### src/rtl/cpu_pipe_pkg.sv
// Shared definitions for CPU pipeline-boundary stages: the skid buffer state
// encoding and the width of the {err, sel, data} entry they carry.
package cpu_pipe_pkg;

   // Skid buffer occupancy states; 2'd3 is never entered and recovers to EMPTY.
   localparam logic [1:0] ST_EMPTY = 2'd0;
   localparam logic [1:0] ST_FULL  = 2'd1;
   localparam logic [1:0] ST_SKID  = 2'd2;

   // Width of one stored entry {err, sel, data}.
   function automatic int entry_width(input int width, input int sel_w);
      return width + sel_w + 1;
   endfunction

endpackage

### src/rtl/sel_mux_pipe_if.sv
// Handshake bundle for the select stage: input-side valid/ready with select and
// packed channel data, output-side valid/ready with the registered result, and flush.
interface sel_mux_pipe_if #(
   parameter int WIDTH  = 5,
   parameter int NUM_IN = 2,
   parameter int SEL_W  = $clog2(NUM_IN)
);
   logic                    flush;
   logic                    in_valid;
   logic                    in_ready;
   logic [SEL_W-1:0]        in_sel;
   logic [NUM_IN*WIDTH-1:0] in_data;
   logic                    out_valid;
   logic                    out_ready;
   logic [WIDTH-1:0]        out_data;
   logic [SEL_W-1:0]        out_sel;
   logic                    out_err;

   // Stage view: consumes the input side, produces the output side.
   modport slave (
      input  flush, in_valid, in_sel, in_data, out_ready,
      output in_ready, out_valid, out_data, out_sel, out_err
   );

   // Environment view: upstream producer plus downstream consumer.
   modport master (
      output flush, in_valid, in_sel, in_data, out_ready,
      input  in_ready, out_valid, out_data, out_sel, out_err
   );
endinterface

### src/rtl/pipe_skid_reg.sv
// Generic two-entry skid buffer. The out register feeds the downstream directly;
// the skid register catches the one extra entry accepted while the downstream
// stalls, so in_ready never depends combinationally on out_ready.
module pipe_skid_reg
   import cpu_pipe_pkg::*;
#(
   parameter int PAYLOAD_W = 8
) (
   input  logic                 clk,
   input  logic                 rst,
   input  logic                 flush,
   input  logic                 in_valid,
   output logic                 in_ready,
   input  logic [PAYLOAD_W-1:0] in_payload,
   output logic                 out_valid,
   input  logic                 out_ready,
   output logic [PAYLOAD_W-1:0] out_payload
);

   logic [1:0]           state_r;
   logic [1:0]           state_nxt_s;
   logic [PAYLOAD_W-1:0] out_r;
   logic [PAYLOAD_W-1:0] skid_r;
   logic                 out_valid_r;
   logic                 accept_s;
   logic                 drain_s;
   logic                 load_out_new_s;
   logic                 load_out_skid_s;
   logic                 load_skid_s;

   // Ready is a decode of the state register alone, held low during reset.
   assign in_ready    = !rst && ((state_r == ST_EMPTY) || (state_r == ST_FULL));
   assign accept_s    = in_valid && in_ready;
   assign drain_s     = out_valid_r && out_ready;
   assign out_valid   = out_valid_r;
   assign out_payload = out_r;

   // Next-state and register load selection from accept/drain events.
   always_comb begin
      state_nxt_s     = state_r;
      load_out_new_s  = 1'b0;
      load_out_skid_s = 1'b0;
      load_skid_s     = 1'b0;
      case (state_r)
         ST_EMPTY: begin
            if (accept_s) begin
               state_nxt_s    = ST_FULL;
               load_out_new_s = 1'b1;
            end else begin
               state_nxt_s = ST_EMPTY;
            end
         end
         ST_FULL: begin
            if (accept_s && drain_s) begin
               state_nxt_s    = ST_FULL;
               load_out_new_s = 1'b1;
            end else if (accept_s) begin
               state_nxt_s = ST_SKID;
               load_skid_s = 1'b1;
            end else if (drain_s) begin
               state_nxt_s = ST_EMPTY;
            end else begin
               state_nxt_s = ST_FULL;
            end
         end
         ST_SKID: begin
            if (drain_s) begin
               state_nxt_s     = ST_FULL;
               load_out_skid_s = 1'b1;
            end else begin
               state_nxt_s = ST_SKID;
            end
         end
         default: begin
            state_nxt_s = ST_EMPTY;
         end
      endcase
   end

   // State and entry registers; reset clears everything, flush only drops validity.
   always_ff @(posedge clk) begin
      if (rst) begin
         state_r     <= ST_EMPTY;
         out_valid_r <= 1'b0;
         out_r       <= {PAYLOAD_W{1'b0}};
         skid_r      <= {PAYLOAD_W{1'b0}};
      end else if (flush) begin
         state_r     <= ST_EMPTY;
         out_valid_r <= 1'b0;
      end else begin
         state_r     <= state_nxt_s;
         out_valid_r <= (state_nxt_s == ST_FULL) || (state_nxt_s == ST_SKID);
         if (load_out_new_s) begin
            out_r <= in_payload;
         end else if (load_out_skid_s) begin
            out_r <= skid_r;
         end
         if (load_skid_s) begin
            skid_r <= in_payload;
         end
      end
   end

endmodule

### src/rtl/sel_mux_pipe.sv
// N:1 select stage on a pipeline boundary. The mux, range check and default
// substitution happen on the input side; the resulting {err, sel, data} entry
// is stored in a two-entry skid buffer that drives the registered outputs.
module sel_mux_pipe
   import cpu_pipe_pkg::*;
#(
   parameter int               WIDTH       = 5,
   parameter int               NUM_IN      = 2,
   parameter int               SEL_W       = $clog2(NUM_IN),
   parameter logic [WIDTH-1:0] DEFAULT_VAL = {WIDTH{1'b0}}
) (
   input  logic         clk,
   input  logic         rst,
   sel_mux_pipe_if.slave bus
);

   localparam int ENTRY_W = entry_width(WIDTH, SEL_W);

   logic [WIDTH-1:0]   sel_data_s;
   logic               sel_err_s;
   logic [ENTRY_W-1:0] in_entry_s;
   logic [ENTRY_W-1:0] out_entry_s;

   // Channel select; a select matching no channel yields DEFAULT_VAL and err.
   always_comb begin
      sel_data_s = DEFAULT_VAL;
      sel_err_s  = 1'b1;
      for (int i = 0; i < NUM_IN; i++) begin
         if (bus.in_sel == SEL_W'(i)) begin
            sel_data_s = bus.in_data[i*WIDTH +: WIDTH];
            sel_err_s  = 1'b0;
         end else begin
            sel_data_s = sel_data_s;
         end
      end
   end

   assign in_entry_s = {sel_err_s, bus.in_sel, sel_data_s};

   pipe_skid_reg #(
      .PAYLOAD_W (ENTRY_W)
   ) u_skid (
      .clk         (clk),
      .rst         (rst),
      .flush       (bus.flush),
      .in_valid    (bus.in_valid),
      .in_ready    (bus.in_ready),
      .in_payload  (in_entry_s),
      .out_valid   (bus.out_valid),
      .out_ready   (bus.out_ready),
      .out_payload (out_entry_s)
   );

   assign bus.out_err  = out_entry_s[ENTRY_W-1];
   assign bus.out_sel  = out_entry_s[WIDTH +: SEL_W];
   assign bus.out_data = out_entry_s[WIDTH-1:0];

endmodule

### src/flat_wrapper.sv
// flat-port wrapper written by rule: the top's interface ports become plain ports
module sel_mux_pipe_flat import cpu_pipe_pkg::*;
#(
   parameter int               WIDTH       = 5,
   parameter int               NUM_IN      = 2,
   parameter int               SEL_W       = $clog2(NUM_IN),
   parameter logic [WIDTH-1:0] DEFAULT_VAL = {WIDTH{1'b0}}
)
  (clk, rst, bus_flush, bus_in_valid, bus_in_sel, bus_in_data, bus_out_ready, bus_in_ready, bus_out_valid, bus_out_data, bus_out_sel, bus_out_err);
  sel_mux_pipe_if #(.WIDTH(WIDTH), .NUM_IN(NUM_IN), .SEL_W(SEL_W)) bus_i ();
  input  logic clk;
  input  logic rst;
  input wire logic [$bits(bus_i.flush)-1:0] bus_flush;
  input wire logic [$bits(bus_i.in_valid)-1:0] bus_in_valid;
  input wire logic [$bits(bus_i.in_sel)-1:0] bus_in_sel;
  input wire logic [$bits(bus_i.in_data)-1:0] bus_in_data;
  input wire logic [$bits(bus_i.out_ready)-1:0] bus_out_ready;
  output wire logic [$bits(bus_i.in_ready)-1:0] bus_in_ready;
  output wire logic [$bits(bus_i.out_valid)-1:0] bus_out_valid;
  output wire logic [$bits(bus_i.out_data)-1:0] bus_out_data;
  output wire logic [$bits(bus_i.out_sel)-1:0] bus_out_sel;
  output wire logic [$bits(bus_i.out_err)-1:0] bus_out_err;
  assign bus_i.flush = bus_flush;
  assign bus_i.in_valid = bus_in_valid;
  assign bus_i.in_sel = bus_in_sel;
  assign bus_i.in_data = bus_in_data;
  assign bus_i.out_ready = bus_out_ready;
  assign bus_in_ready = bus_i.in_ready;
  assign bus_out_valid = bus_i.out_valid;
  assign bus_out_data = bus_i.out_data;
  assign bus_out_sel = bus_i.out_sel;
  assign bus_out_err = bus_i.out_err;
  sel_mux_pipe #(.WIDTH(WIDTH), .NUM_IN(NUM_IN), .SEL_W(SEL_W), .DEFAULT_VAL(DEFAULT_VAL)) u_core (.clk(clk), .rst(rst), .bus(bus_i));
endmodule
### config.mk
export PLATFORM = sky130hd
export DESIGN_NAME = sel_mux_pipe_flat
export DESIGN_NICKNAME = d
export VERILOG_FILES = /design/src/rtl/cpu_pipe_pkg.sv /design/src/rtl/sel_mux_pipe_if.sv /design/src/rtl/pipe_skid_reg.sv /design/src/rtl/sel_mux_pipe.sv /design/src/flat_wrapper.sv
export SDC_FILE = /design/constraint.sdc
export NUM_CORES = 1
export LEC_CHECK = 0
export BUFFER_PORTS_ARGS = -buffer_cell sky130_fd_sc_hd__buf_2
export CAP_MARGIN = 10
export CELL_PAD_IN_SITES_DETAIL_PLACEMENT = 1
export CELL_PAD_IN_SITES_GLOBAL_PLACEMENT = 2
export CORE_MARGIN = 2
export CORE_UTILIZATION = 30
export DETAILED_ROUTE_END_ITERATION = 8
export GPL_TIMING_DRIVEN = 1
export PLACE_DENSITY = 0.89
export SLEW_MARGIN = 5
export SYNTH_ARGS = -nofsm -noshare
export SYNTH_HDL_FRONTEND = slang
export SYNTH_SLANG_ARGS = --single-unit
export TNS_END_PERCENT = 5
### constraint.sdc
create_clock -name clk -period 2.91 [get_ports clk]
set_input_delay 0.291 -clock clk [delete_from_list [all_inputs] [get_ports clk]]
set_output_delay 0.291 -clock clk [all_outputs]
set_load 0.05 [all_outputs]
---- Yosys cells after proc, flatten, opt, wreduce, memory -nomap -nowiden ----
Cells that the tools add are included.
word-level totals
  register bits after elaboration ......... 16
  word-level logic and storage cells ...... 37
cells by class
  eq/ne operators ......................... 4
  mux-type cells .......................... 16
  bitwise operators ....................... 1
  reductions and logical operators ........ 12
operator list
  operator                                                          number
  7-bit two-way mux                                                 2
  1-bit two-way mux                                                 8
  2-bit two-way mux                                                 3
  2-bit one-hot mux with 3 select lines                             1
  5-bit two-way mux                                                 1
  2-bit by 1-bit == test with 1-bit output (second input constant)  2
  2-bit == test (second input constant)                             2
  1-bit logical AND                                                 4
  2-bit AND reduction                                               2
  2-bit zero test                                                   1
  1-bit logical OR                                                  2
  1-bit one-hot mux with 2 select lines                             1
  2-bit nonzero test                                                1
  2-bit OR reduction                                                1
  1-bit zero test                                                   1
  1-bit NOT                                                         1

---- Depth between registers and ports, before layout ----
Gate-level depths: netlist of run 1.
  depth after elaboration ................. 9
  gate-level depth with buffers ........... 7
  depth with buffers taken out ............ 7

---- By module ----
A second synthesis of run 1 with hierarchy kept.
unflattened totals
  cells, all modules ...................... 96
  area total of the unflattened synthesis .. 904.6 um^2
by module, submodules not included
  module         times used  cells an instance  area each (um^2)  sequential area each (um^2)
  pipe_skid_reg  1           90                 844.6             340.3
  sel_mux_pipe   1           6                  60.1              0.0

---- Worst setup path after synthesis of run 1 ----
Ideal clock, no wire load.
  path type ............................... reg-to-reg
  start ................................... register u_core.u_skid.out_valid_r, in the netlist u_core.u_skid.out_valid
  end ..................................... register u_core.u_skid.out_r[0], in the netlist u_core.u_skid.out_payload[0]
  library setup time ...................... 0.128 ns
  arrival time ............................ 1.711 ns
  required time ........................... 2.782 ns
  setup slack ............................. 1.072 ns
  stages on the path, launching flop included .. 8
  path buffers ............................ 0
  clock period less this slack ............ 1.838 ns
  cell sequence ........................... dfxtp_1 -> nand2_1 -> inv_1 -> ha_1 -> nand3b_1 -> a31o_1 -> a222oi_1 -> nor2_1
on the way
  cells in the longest elaborated chain, start to end .. 6
  elaborated cells on any way between the ends .. 9
  those cells by class .................... mux: 5; reduce/logical: 4
ends and longest elaborated chain
  element                                RTL line             source
  start: declaration                     pipe_skid_reg.sv:24  logic out_valid_r;
  start signal: assignment               pipe_skid_reg.sv:92  out_valid_r <= (state_nxt_s == ST_FULL) || (state_nxt_s == ST_SKID);
  1-bit logical AND (*)                  pipe_skid_reg.sv:34  assign drain_s = out_valid_r && out_ready;
  1-bit logical AND                      pipe_skid_reg.sv:54  if (accept_s && drain_s) begin
  1-bit two-way mux                      pipe_skid_reg.sv:54
  1-bit one-hot mux with 2 select lines  pipe_skid_reg.sv:44  case (state_r)
  2-bit nonzero test (no line)           -
  2-bit AND reduction (no line)          -
  end signal: assignment                 pipe_skid_reg.sv:85  out_r <= {PAYLOAD_W{1'b0}};
  end signal: assignment                 pipe_skid_reg.sv:94  out_r <= in_payload;
  end signal: assignment                 pipe_skid_reg.sv:96  out_r <= skid_r;
  end: declaration                       pipe_skid_reg.sv:22  logic [PAYLOAD_W-1:0] out_r;
Mark *: on every way between the ends. The rest lies on a longest branch, timed or not.
A chain may end at the register's enable or synchronous reset.

---- Worst setup path after layout of run 1 ----
  start ................................... register u_core.u_skid.state_r[1]
  end ..................................... register u_core.u_skid.skid_r[2]
on the way
  cells in the longest elaborated chain, start to end .. 8
  elaborated cells on any way between the ends .. 10
  those cells by class .................... eq/ne: 1; mux: 3; reduce/logical: 6
ends and longest elaborated chain
  element                                                                      RTL line                                  source
  start: declaration                                                           pipe_skid_reg.sv:20                       logic [1:0] state_r;
  start signal: assignment                                                     pipe_skid_reg.sv:91                       state_r <= state_nxt_s;
  2-bit by 1-bit == test with 1-bit output or 2-bit zero test (tied branches)  pipe_skid_reg.sv:32, pipe_skid_reg.sv:44
  1-bit logical OR                                                             pipe_skid_reg.sv:32                       assign in_ready = !rst && ((state_r == ST_EMPTY) || (state_r == ST_FULL));
  1-bit logical AND                                                            pipe_skid_reg.sv:32
  1-bit logical AND                                                            pipe_skid_reg.sv:33                       assign accept_s = in_valid && in_ready;
  1-bit two-way mux or 1-bit logical AND (tied branches)                       pipe_skid_reg.sv:57, pipe_skid_reg.sv:54
  1-bit two-way mux                                                            pipe_skid_reg.sv:54
  1-bit two-way mux (*)                                                        pipe_skid_reg.sv:44
  2-bit AND reduction (no line) (*)                                            -
  end signal: assignment                                                       pipe_skid_reg.sv:86                       skid_r <= {PAYLOAD_W{1'b0}};
  end signal: assignment                                                       pipe_skid_reg.sv:99                       skid_r <= in_payload;
  end: declaration                                                             pipe_skid_reg.sv:23                       logic [PAYLOAD_W-1:0] skid_r;
Marked as above.

==> results.md, run 1 <==
- Initial Util: 31.2%
- Top cells by count, synth: dfxtp_1 (15), nor2_1 (13), mux2i_1 (6)
- Worst min path class: in -> reg
- Routed length on met3: about 120 µm
- Worst-Skew Late Latency: 0.29 ns
- Crit-path slowest cell: nor3_2
- Placed cell area: a little under 900 µm²
- H-tree levels: 1
- Slew Viols, Final: 0
- FFs w/ async S/R, synth: 0%
- First-pass GRT wire length: around 3200 µm
- Reg2reg end: u_core.u_skid.skid_r[2]
- Placed insts: around 130
- CORE AREA: around 2500 µm²
- Hold path cells: 2
- Max cap viols: 0
- CTS sink cnt: 15
- I/O pin count: 25
- R2R Path Start: u_core.u_skid.state_r[1]
- TNS Setup: 0 ns
- Unrepaired setup endpoints after global routing: no
- Number of port buffers: 23
- Met2 routed wirelength: between 800 and 900 µm
- Clk buf depth: 2
- Synthesized Nets: 98
- Post-DP HPWL: about 1400 µm
- Initial DRC count: 28
- Synth top area share: between 30% and 40%
- Routability-driven placement congestion ratio: between 0.7 and 0.8
- Total CTS buffers: 3
- Worst Path Required: between 3 and 4 ns
- Total Power: a little over 0.4 mW
- Syn_area_per_cell: 9.59 µm²
- Slowest stage delay, CP: approximately 0.45 ns
- Critical Path Sink Type: flop
- Routed Antenna Nets: 0
- Area leader, netlist: dfxtp_1
- DRT Pass-1 Iters: 4
- Finished layout cell area: about 910 µm²
- Vias/cell: approximately 5.3
- Proportion of layout cells with a drive suffix above 1: between 30% and 40%
- Critical path data arrival time: 2.15 ns
- Vias after detailed routing: around 700
- WL/cell: between 10 and 15 µm
- Worst Skew: about 0.0048 ns
- Final Util: between 30 and 40%
- R2r worst-path depth: 6
- FP Rows: 18
- # fillers: between 200 and 300
- DIE AREA: slightly below 3000 µm²
- Crit share post-route: around two thirds
- Uppermost routed layer: met3
- Synth Warn #: 0
- R2R setup slack: ~0.93 ns
- CP cell instances: nor3b_1 -> ha_1 -> nand2_1 -> nor3_2 -> mux2i_1 -> nor2_1
- Layout Cells excl Fill: 131
- Grt ovf: 0
- M1 WL: 886 µm
- Gate Count Post-Synth: 80
- Kind of start point of the critical path: flop
- Final nets: 120
- Pwr Density: 446 nW/µm²
- Root Buffer: clkbuf_4
- Pre-CTS setup slack: 0.860 ns
- Seq cells post-synth: 15
- Worst Hold Endpoint: u_core.u_skid.out_valid
- Register area share after synthesis: between 30% and 40%
- Clock transition at the registers of the reported paths: roughly 0.1 ns
- Top_reg_cell synth: dfxtp_1
- Outcome: completed
- Max Fclk: about 0.51 GHz
- Worst slew pin tran: a little under 0.6 ns
- Cell variety after synth: 32
- Area delta synth->final: 18.9%
- Largest net degree at the start of global routing: 20
- Hold_ws: slightly above 0.3 ns
- Vias in the first global route: about 710
- Initial antenna violation count: 0
- Setup violations, final: 0
- Die H: between 50 and 60 µm
- Die span in x: 54.6 µm
- DRC: 0
- P_leak: between 0.3 and 0.4 nW
- Post-synth EDFFs: 0
- Post_cts resized: 0
- Antenna Diode Count: 0
- Worst setup margin: around 0.93 ns
- Most common cell in the synthesized netlist: dfxtp_1
- Setup Buffers After CTS: 0
- Hold path startpoint: bus_flush
- Top cells by area, synth: dfxtp_1 (39%), mux2i_1 (7.8%), mux2_2 (7.3%)
- Post-synthesis cell area: approximately 770 µm²
- Tmin final: 1.98 ns
- Relative slew slack: ~60%
- GRT Total Usage: between 15 and 20%
- Worst VDD drop: between 0.2 and 0.3 mV
- Crit-path max FO: 10
- Final wirelength: 1890 µm
- CTS tree: done
- Final Hold Vio Count: 0
- Hold-fix buffers, CTS: 0
- Worst Path Class, Setup: reg -> reg
## cell usage in the layout, fill, tap and decap left out, drive strengths merged
cell type	n
o31ai	1
a31o	1
nand2b	1
conb	1
xnor2	1
mux2	5
inv	4
nor3	3
mux2i	6
clkinv	1
or3b	1
a221oi	1
a211oi	1
nor2	13
a2bb2oi	1
or4b	1
buf	23
nor2b	1
ha	2
nor3b	1
nand4b	1
clkbuf	3
a21oi	2
nand2	3
nand3b	1
dfxtp	15
a222oi	5
and3b	1
a311oi	1
## cells by family (layout without fill, tap and decap cells)
family | count (synthesis) | in the layout | synth area share (%)
and+or+nand+nor | 27 | 27 | 19.3
DFF | 15 | 15 | 39.2
AOI/OAI and AO/OA | 13 | 13 | 15.0
muxes | 11 | 11 | 15.2
buffers and inverters | 10 | 31 | 6.52
adders and majority gates | 2 | 2 | 3.26
other | 1 | 1 | 0.489
xor gates and xnor gates | 1 | 1 | 1.14
## per-layer routing
layer,vias to the layer above,global-route usage (%)
met5,-,0
met4,0,2.50
met3,0,5.74
met2,24,26.9
met1,338,18.4
li1,335,-
## sequential cells by signal, summed over array words and instances (netlist names)
register	cells
u_core.u_skid.out_valid	1
u_core.u_skid.skid_r	6
u_core.u_skid.out_payload	6
u_core.u_skid.state_r	2
## worst max-delay path by stage
stage	start	end	slack (ns)
2_1_floorplan	u_core.u_skid.out_valid	u_core.u_skid.out_payload[0]	1.07
5_1_grt	u_core.u_skid.state_r[1]	u_core.u_skid.skid_r[5]	0.71
3_5_place_dp	rst	u_core.u_skid.skid_r[2]	0.86
4_1_cts	u_core.u_skid.state_r[1]	u_core.u_skid.skid_r[2]	0.92
6_report	u_core.u_skid.state_r[1]	u_core.u_skid.skid_r[2]	0.93
3_3_place_gp	rst	u_core.u_skid.skid_r[4]	0.92
## where the power goes
group          leakage, nW  switching, mW  internal (mW)
registers            0.121        0.00330          0.210
clock network       0.0177         0.0712         0.0511
logic                0.247         0.0437         0.0277
## final cells by class
cell class	instances	area, µm²	share of cell area [%]
clock buffer	3	22.5	2.47
inverter	4	15.0	1.65
timing repair buffer	23	115	12.6
multi-input combinational	55	417	45.7
clock inverter	1	5.00	0.549
tap	30	37.5	4.12
sequential	15	300	32.9
## critical path, delay by kind of cell (launching register included)
kind | cells | cell delay [ns]
fa+ha+maj | 1 | 0.27
simple gates | 4 | 0.90
mux | 1 | 0.26
flops | 1 | 0.43
Power figures use the tool's default switching activity.
==> inputs of run 2 (changes only) <==
--- a/config.mk
+++ b/config.mk
@@ -10,10 +10,10 @@
 export CELL_PAD_IN_SITES_DETAIL_PLACEMENT = 1
 export CELL_PAD_IN_SITES_GLOBAL_PLACEMENT = 2
 export CORE_MARGIN = 2
-export CORE_UTILIZATION = 30
+export CORE_UTILIZATION = 25
 export DETAILED_ROUTE_END_ITERATION = 8
 export GPL_TIMING_DRIVEN = 1
-export PLACE_DENSITY = 0.89
+export PLACE_DENSITY = 0.8
 export SLEW_MARGIN = 5
 export SYNTH_ARGS = -nofsm -noshare
 export SYNTH_HDL_FRONTEND = slang
==> constraint.sdc (replaced) <==
create_clock -name clk -period 1.7 [get_ports clk]
set_input_delay 0.17 -clock clk [delete_from_list [all_inputs] [get_ports clk]]
set_output_delay 0.17 -clock clk [all_outputs]
set_load 0.05 [all_outputs]
==> run 2 against run 1 <==
  * Non-clock buffer count is 10 higher
  * Die area up 18%
  * First-iteration DRC count increased by 46%
  * Clock power is 69% higher
  * Flip-flop and latch count is the same
  * Fmax is 17% higher
  * Power increased by 73%
  * Via count is 1.4% higher
  * Final area up 11%
  * Wire length is 7.3% higher
==> results.md, run 2 (same netlist as run 1, synthesis figures left out) <==
- Die H: 59.4 µm (+8.8%)
- TNS Setup: 0 ns (unchanged)
- DRC: 0 (unchanged)
- Slew Viols, Final: 0 (unchanged)
- Max Fclk: 0.593 GHz (+17%)
- Worst Path Class, Setup: reg -> reg
- Final Hold Vio Count: 0 (unchanged)
- Total CTS buffers: 3 (unchanged)
- Setup violations, final: 0 (unchanged)
- H-tree levels: 1 (unchanged)
- Initial Util: 25.8% (-5.5 points)
- Die span in x: 59.4 µm (+8.8%)
- Initial antenna violation count: 0 (unchanged)
- Commonest non-fill, non-tap cells in the layout: buf_2 (23), nor2_1 (13), dfxtp_1 (13), buf_4 (9), mux2i_1 (6)
- Worst Path Required: 1.87 ns (-1.22 ns)
- CTS tree: done
- Area delta synth->final: 32.3%
- Final wirelength: 2030 µm (+7.3%)
- Initial DRC count: 41 (+46%)
- Final nets: 130 (+8.3%)
- Max cap viols: 0 (unchanged)
- FP Rows: 20 (+2)
- # fillers: 348 (+17%)
- Antenna Diode Count: 0 (unchanged)
- Total Power: 0.705 mW (+73%)
- WL/cell: 14.1 µm (-2.4%)
- Pwr Density: 695 nW/µm² (+56%)
- I/O pin count: 25 (unchanged)
- Outcome: completed
- Worst VDD drop: 0.311 mV (+12%)
- Clk buf depth: 2 (unchanged)
- Routability-driven placement congestion ratio: 0.730 (+2.2%)
- Proportion of layout cells with a drive suffix above 1: 45.9% (+10 points)
- Grt ovf: 0 (unchanged)
- Worst Skew: 0.00146 ns (-0.00332 ns)
- Critical path data arrival time: 1.85 ns (-0.30 ns)
- Most common cell after layout, fill and taps aside: buf_2
- P_leak: 0.438 nW (+13%)
- Largest net degree at the start of global routing: 11 (-45%)
- DRT Pass-1 Iters: 4 (unchanged)
- Unrepaired setup endpoints after global routing: yes
- Crit-path max FO: 6 (-4)
- GRT Total Usage: 12.3% (-3.2 points)
- Number of port buffers: 23 (unchanged)
- Routed Antenna Nets: 0 (unchanged)
- Crit share post-route: 99.3% (+31 points)
- Vias in the first global route: 731 (+3.1%)
- First-pass GRT wire length: 3290 µm (+1.7%)
- CORE AREA: 2980 µm² (+21%)
- Clock transition at the registers of the reported paths: 0.09 ns (about the same)
- Vias after detailed routing: 707 (+1.4%)
- Vias/cell: 4.91 (-7.7%)
- Tmin final: 1.69 ns (-0.288 ns)
- Kind of start point of the critical path: flop
- Post-DP HPWL: 1540 µm (+9.7%)
- Worst min path class: in -> reg
- Worst-Skew Late Latency: 0.28 ns (about the same)
- Root Buffer: clkbuf_4
- Critical Path Sink Type: flop
- DIE AREA: 3530 µm² (+18%)
- CTS sink cnt: 15 (unchanged)
- Final Util: 34.1% (-3.1 points)
==> run 2: cell type report <==
type | count | area, µm² | share of cell area (%)
multi-input cells | 55 | 435 | 42.9
repair buffers | 33 | 194 | 19.1
clock buffers | 4 | 26.3 | 2.59
well taps | 33 | 41.3 | 4.07
flip-flops and latches | 15 | 303 | 29.8
inverters | 4 | 15.0 | 1.48
==> run 2: power breakdown <==
group          total (mW)  internal (mW)  leakage (nW)  switching (mW)
Clock               0.206         0.0909        0.0150           0.115
Sequential          0.363          0.359         0.122         0.00420
Combinational       0.136         0.0568         0.300          0.0789
Total               0.705          0.507         0.438           0.198
==> run 2: final timing paths <==
path	from	end	slack [ns]	cells past startpoint
worst max-delay path	u_core.u_skid.state_r[1]	u_core.u_skid.out_payload[3]	0.01	6
worst min-delay path	bus_flush	u_core.u_skid.out_valid	0.18	2
worst max register to register	u_core.u_skid.state_r[1]	u_core.u_skid.out_payload[3]	0.01	6
worst min register to register	u_core.u_skid.out_payload[5]	u_core.u_skid.out_payload[5]	0.47	2
==> run 2: metal layers <==
layer	GRT usage (%)	share of wire (%)
met1	14.9	44
met2	22.3	52
met3	1.97	3.4
met4	2.92	0
met5	0	0
==> run 2: per-stage QoR <==
| step | setup WS (ns) | instances | hold WS [ns] | area [µm²] |
|---|---|---|---|---|
| floorplan | -0.0545 | 80 | 0.430 | 768 |
| global placement | -0.0241 | 139 | 0.469 | 957 |
| detailed placement | -0.124 | 139 | 0.469 | 957 |
| CTS | -0.00236 | 144 | 0.177 | 1010 |
| global route | -0.122 | 144 | 0.211 | 1010 |
| finish | 0.0123 | 144 | 0.182 | 1010 |
==> run 2: repair_timing <==
item                                    CTS  global route
hold buffers                              0             0
endpoints found under the setup margin   11             7
gates resized for setup                   5             2
pin swaps                                 3             0
setup buffers                             1             0
==> run 2: worst max-delay path, cell delays in order, from the launching register on <==
cell and delay (ns):
dfxtp_2 0.35, nor3b_2 0.21, ha_2 0.22, nand3b_1 0.10, a31o_4 0.28, a222oi_1 0.34, nor2_1 0.08
==> inputs of run 3 (changes only) <==
--- a/config.mk
+++ b/config.mk
@@ -5,15 +5,16 @@
 export SDC_FILE = /design/constraint.sdc
 export NUM_CORES = 1
 export LEC_CHECK = 0
+export ABC_AREA = 1
 export BUFFER_PORTS_ARGS = -buffer_cell sky130_fd_sc_hd__buf_2
 export CAP_MARGIN = 10
 export CELL_PAD_IN_SITES_DETAIL_PLACEMENT = 1
 export CELL_PAD_IN_SITES_GLOBAL_PLACEMENT = 2
 export CORE_MARGIN = 2
-export CORE_UTILIZATION = 25
+export CORE_UTILIZATION = 23
 export DETAILED_ROUTE_END_ITERATION = 8
 export GPL_TIMING_DRIVEN = 1
-export PLACE_DENSITY = 0.8
+export PLACE_DENSITY = 0.82
 export SLEW_MARGIN = 5
 export SYNTH_ARGS = -nofsm -noshare
 export SYNTH_HDL_FRONTEND = slang
==> run 3 against run 2 <==
  * Register-to-register slack improved by 0.17 ns
  * Combinational power increased by 8%
  * Worst setup slack improved by 0.17 ns
  * Via count increased by 22%
  * Count of clock-buffer cells in the layout decreased by 1
  * Synthesized cell count increased by 69%
  * Fmax increased by 11%
  * First-iteration DRC count decreased by 46%
  * Sequential power increased by 1%
  * Wire length increased by 5.6%
  * Die area increased by 19%
==> results.md, run 3 <==
- Outcome: completed
- P_int: 0.569 mW (+12%)
- CTS tree: done
- Clock transition at the registers of the reported paths: 0.06 ns (-0.03 ns)
- Hold path cells: 4 (+2)
- Sequential power share: 45.2% (-6.3 points)
- Register area share after synthesis: 35.3% (-3.9 points)
- Final nets: 178 (+37%)
- Post-synthesis cell area: 851 µm² (+11%)
- Most common cell after layout, fill and taps aside: nand2_1
- # fillers: 489 (+41%)
- Area leader, netlist: dfxtp_1
- Top_reg_cell synth: dfxtp_1
- Synth Warn #: 0 (unchanged)
- Reg2reg end: u_core.u_skid.skid_r[0]
- Post-synth EDFFs: 0 (unchanged)
- Total CTS buffers: 3 (unchanged)
- Tmin final: 1.52 ns (-0.167 ns)
- Syn_area_per_cell: 6.30 µm² (-34%)
- CORE AREA: 3610 µm² (+21%)
- I/O pin count: 25 (unchanged)
- FP Rows: 22 (+10%)
- Synth top area share: 35.3% (-3.9 points)
- TNS Setup: 0 ns (unchanged)
- Synthesized Nets: 153 (+56%)
- DRT Pass-1 Iters: 4 (unchanged)
- Most common cell in the synthesized netlist: nand2_1
- Total Power: 0.813 mW (+15%)
- Max Fclk: 0.657 GHz (+11%)
- Worst Hold Endpoint: u_core.u_skid.skid_r[4]
- Crit share post-route: 89.5% (-9.8 points)
- Largest net degree at the start of global routing: 15 (+4)
- Clk network pwr share: 36.8% (+7.6 points)
- Worst Path Buf+Inv: 2 (+2)
- Critical Path Sink Type: flop
- Proportion of layout cells with a drive suffix above 1: 24.5% (-21 points)
- Worst Skew: 0.00143 ns (-0.0000267 ns)
- Commonest non-fill, non-tap cells in the layout: nand2_1 (38), nor2_1 (27), buf_2 (23), inv_1 (17), dfxtp_1 (15)
- Top cells by count, synth: nand2_1 (38), nor2_1 (27), inv_1 (17)
- Hold_ws: 0.263 ns (+0.0805 ns)
- Initial antenna violation count: 0 (unchanged)
- R2R setup slack: 0.18 ns (+0.17 ns)
- Die H: 64.8 µm (+9.1%)
- GRT Total Usage: 11.6% (-0.66 points)
- Pwr Density: 762 nW/µm² (+9.6%)
- Vias/cell: 4.17 (-15%)
- Logic pwr share: 18.0% (-1.2 points)
- FFs w/ async S/R, synth: 0% (unchanged)
- Kind of start point of the critical path: flop
- Crit-path max FO: 7 (+1)
- CTS sink cnt: 15 (unchanged)
- First-pass GRT wire length: 3760 µm (+14%)
- Final wirelength: 2140 µm (+5.6%)
- Post-DP HPWL: 1700 µm (+11%)
- Clk buf depth: 2 (unchanged)
- Gate Count Post-Synth: 135 (+69%)
- R2R Path Start: u_core.u_skid.state_r[1]
- Setup violations, final: 0 (unchanged)
- Grt ovf: 0 (unchanged)
- Vias after detailed routing: 864 (+22%)
- Hold path startpoint: bus_flush
- Routability-driven placement congestion ratio: 0.777 (+6.4%)
- Initial Util: 23.6% (-2.2 points)
- Root Buffer: clkbuf_8
- Slew Viols, Final: 0 (unchanged)
- Seq cells post-synth: 15 (unchanged)
- Routed Antenna Nets: 0 (unchanged)
- R2r worst-path depth: 8 (+2)
- Area delta synth->final: 25.4%
- Critical path data arrival time: 1.67 ns (-0.18 ns)
- Top cells by area, synth: dfxtp_1 (35%), nand2_1 (17%), nor2_1 (12%)
- Worst Path Required: 1.85 ns (-0.02 ns)
- Sw frac: 30.1% (+1.9 points)
- Cell variety after synth: 22 (-31%)
- Worst Path Class, Setup: reg -> reg
- Unrepaired setup endpoints after global routing: no
- Crit-path slowest cell: dfxtp_1
- Worst VDD drop: 0.227 mV (-27%)
- Die span in x: 64.8 µm (+9.1%)
- Sw Pwr: 0.244 mW (+23%)
- Vias in the first global route: 870 (+19%)
- Critical path's top delay family: simple AND/OR/NAND/NOR gates
- CP cell instances: nor3b_2 -> buf_4 -> ha_1 -> nand2_1 -> nor2_4 -> inv_2 -> o21ai_1 -> nor2_1
- Pre-CTS setup slack: 0.0113 ns (+0.135 ns)
- Initial DRC count: 22 (-46%)
- DIE AREA: 4200 µm² (+19%)
- Final Hold Vio Count: 0 (unchanged)
- DRC: 0 (unchanged)
- Antenna Diode Count: 0 (unchanged)
- Slowest stage delay, CP: 0.36 ns (about the same)
- Number of port buffers: 23 (unchanged)
- P_leak: 0.573 nW (+31%)
- Worst-Skew Late Latency: 0.25 ns (-0.03 ns)
- Max cap viols: 0 (unchanged)
- Worst min path class: in -> reg
- WL/cell: 10.3 µm (-27%)
- H-tree levels: 1 (unchanged)
- Worst setup margin: 0.179 ns (+0.167 ns)
run 3: changes by cell type after synthesis, sizes merged, moves of 3 or more:
cell | previous run | this run
mux2 | 5 | 0
nand2 | 3 | 39
nor3 | 3 | 0
a222oi | 5 | 0
nand3 | 0 | 11
nor2 | 13 | 29
inv | 4 | 20
mux2i | 6 | 0
o21ai | 0 | 11
run 3: final cells by class:
cell class / instances / area (µm²) / share of cell area (%)
multi-input cells: 96 / 463 / 43.4
flip-flops and latches: 15 / 300 / 28.1
repair buffers: 24 / 123 / 11.5
inverters: 20 / 75.1 / 7.03
well taps: 48 / 60.1 / 5.63
clock buffers: 3 / 41.3 / 3.87
clock inverters: 1 / 5.00 / 0.469
run 3: power groups by stage:
stage	Sequential (mW)	Clock [mW]	Combinational [mW]
after global routing	0.369	0.322	0.166
after global placement	0.374	0	0.141
after CTS	0.367	0.309	0.147
final	0.368	0.299	0.147
after floorplan	0.403	0	0.0761
after detailed placement	0.375	0	0.146
run 3: repair_timing:
action,in CTS,in global routing
setup endpoints to repair,6,6
hold buffers,0,0
setup buffers,0,1
pin swaps,0,1
resized for setup,1,2
run 3: logic make-up after synthesis:
logic type	synth area share, %
buffers and inverters	12.1
other	0.441
AO/OA/AOI/OAI	7.06
adder cells (fa/ha/maj)	2.94
flip-flops	35.3
AND/OR/NAND/NOR	42.2
run 3: worst reg2reg max path: stages (launching register included):
cell and delay, ns:
dfxtp_1 0.36, nor3b_2 0.22, buf_4 0.14, ha_1 0.13, nand2_1 0.11, nor2_4 0.18
inv_2 0.09, o21ai_1 0.13, nor2_1 0.05
run 3: routing by layer:
layer | part of all wire, % | vias to the layer above | GRT usage, %
li1 | - | 454 | -
met1 | 47 | 385 | 13.8
met2 | 47 | 22 | 19.5
met3 | 4.4 | 3 | 2.26
met4 | 1.2 | 0 | 6.38
met5 | 0 | - | 0
run 3: stage by stage:
stage	utilization, %	instance area (µm²)	instances
after detailed placement	27.7	998	202
after CTS	29.1	1050	206
final	29.6	1070	207
after global routing	29.6	1070	207
after global placement	27.7	998	202
after floorplan	-	851	135
run 3: worst max-delay path by stage:
stage	from	endpoint	slack, ns	cells past startpoint
after global placement	u_core.u_skid.state_r[1]	u_core.u_skid.out_payload[1]	0.14	7
after global routing	u_core.u_skid.state_r[1]	u_core.u_skid.out_payload[2]	0.04	8
final	u_core.u_skid.state_r[1]	u_core.u_skid.skid_r[0]	0.18	8
after CTS	u_core.u_skid.state_r[1]	u_core.u_skid.out_payload[5]	0.09	7
after floorplan	u_core.u_skid.out_valid	u_core.u_skid.out_payload[0]	0.007	9
after detailed placement	u_core.u_skid.state_r[1]	u_core.u_skid.out_payload[5]	0.01	7
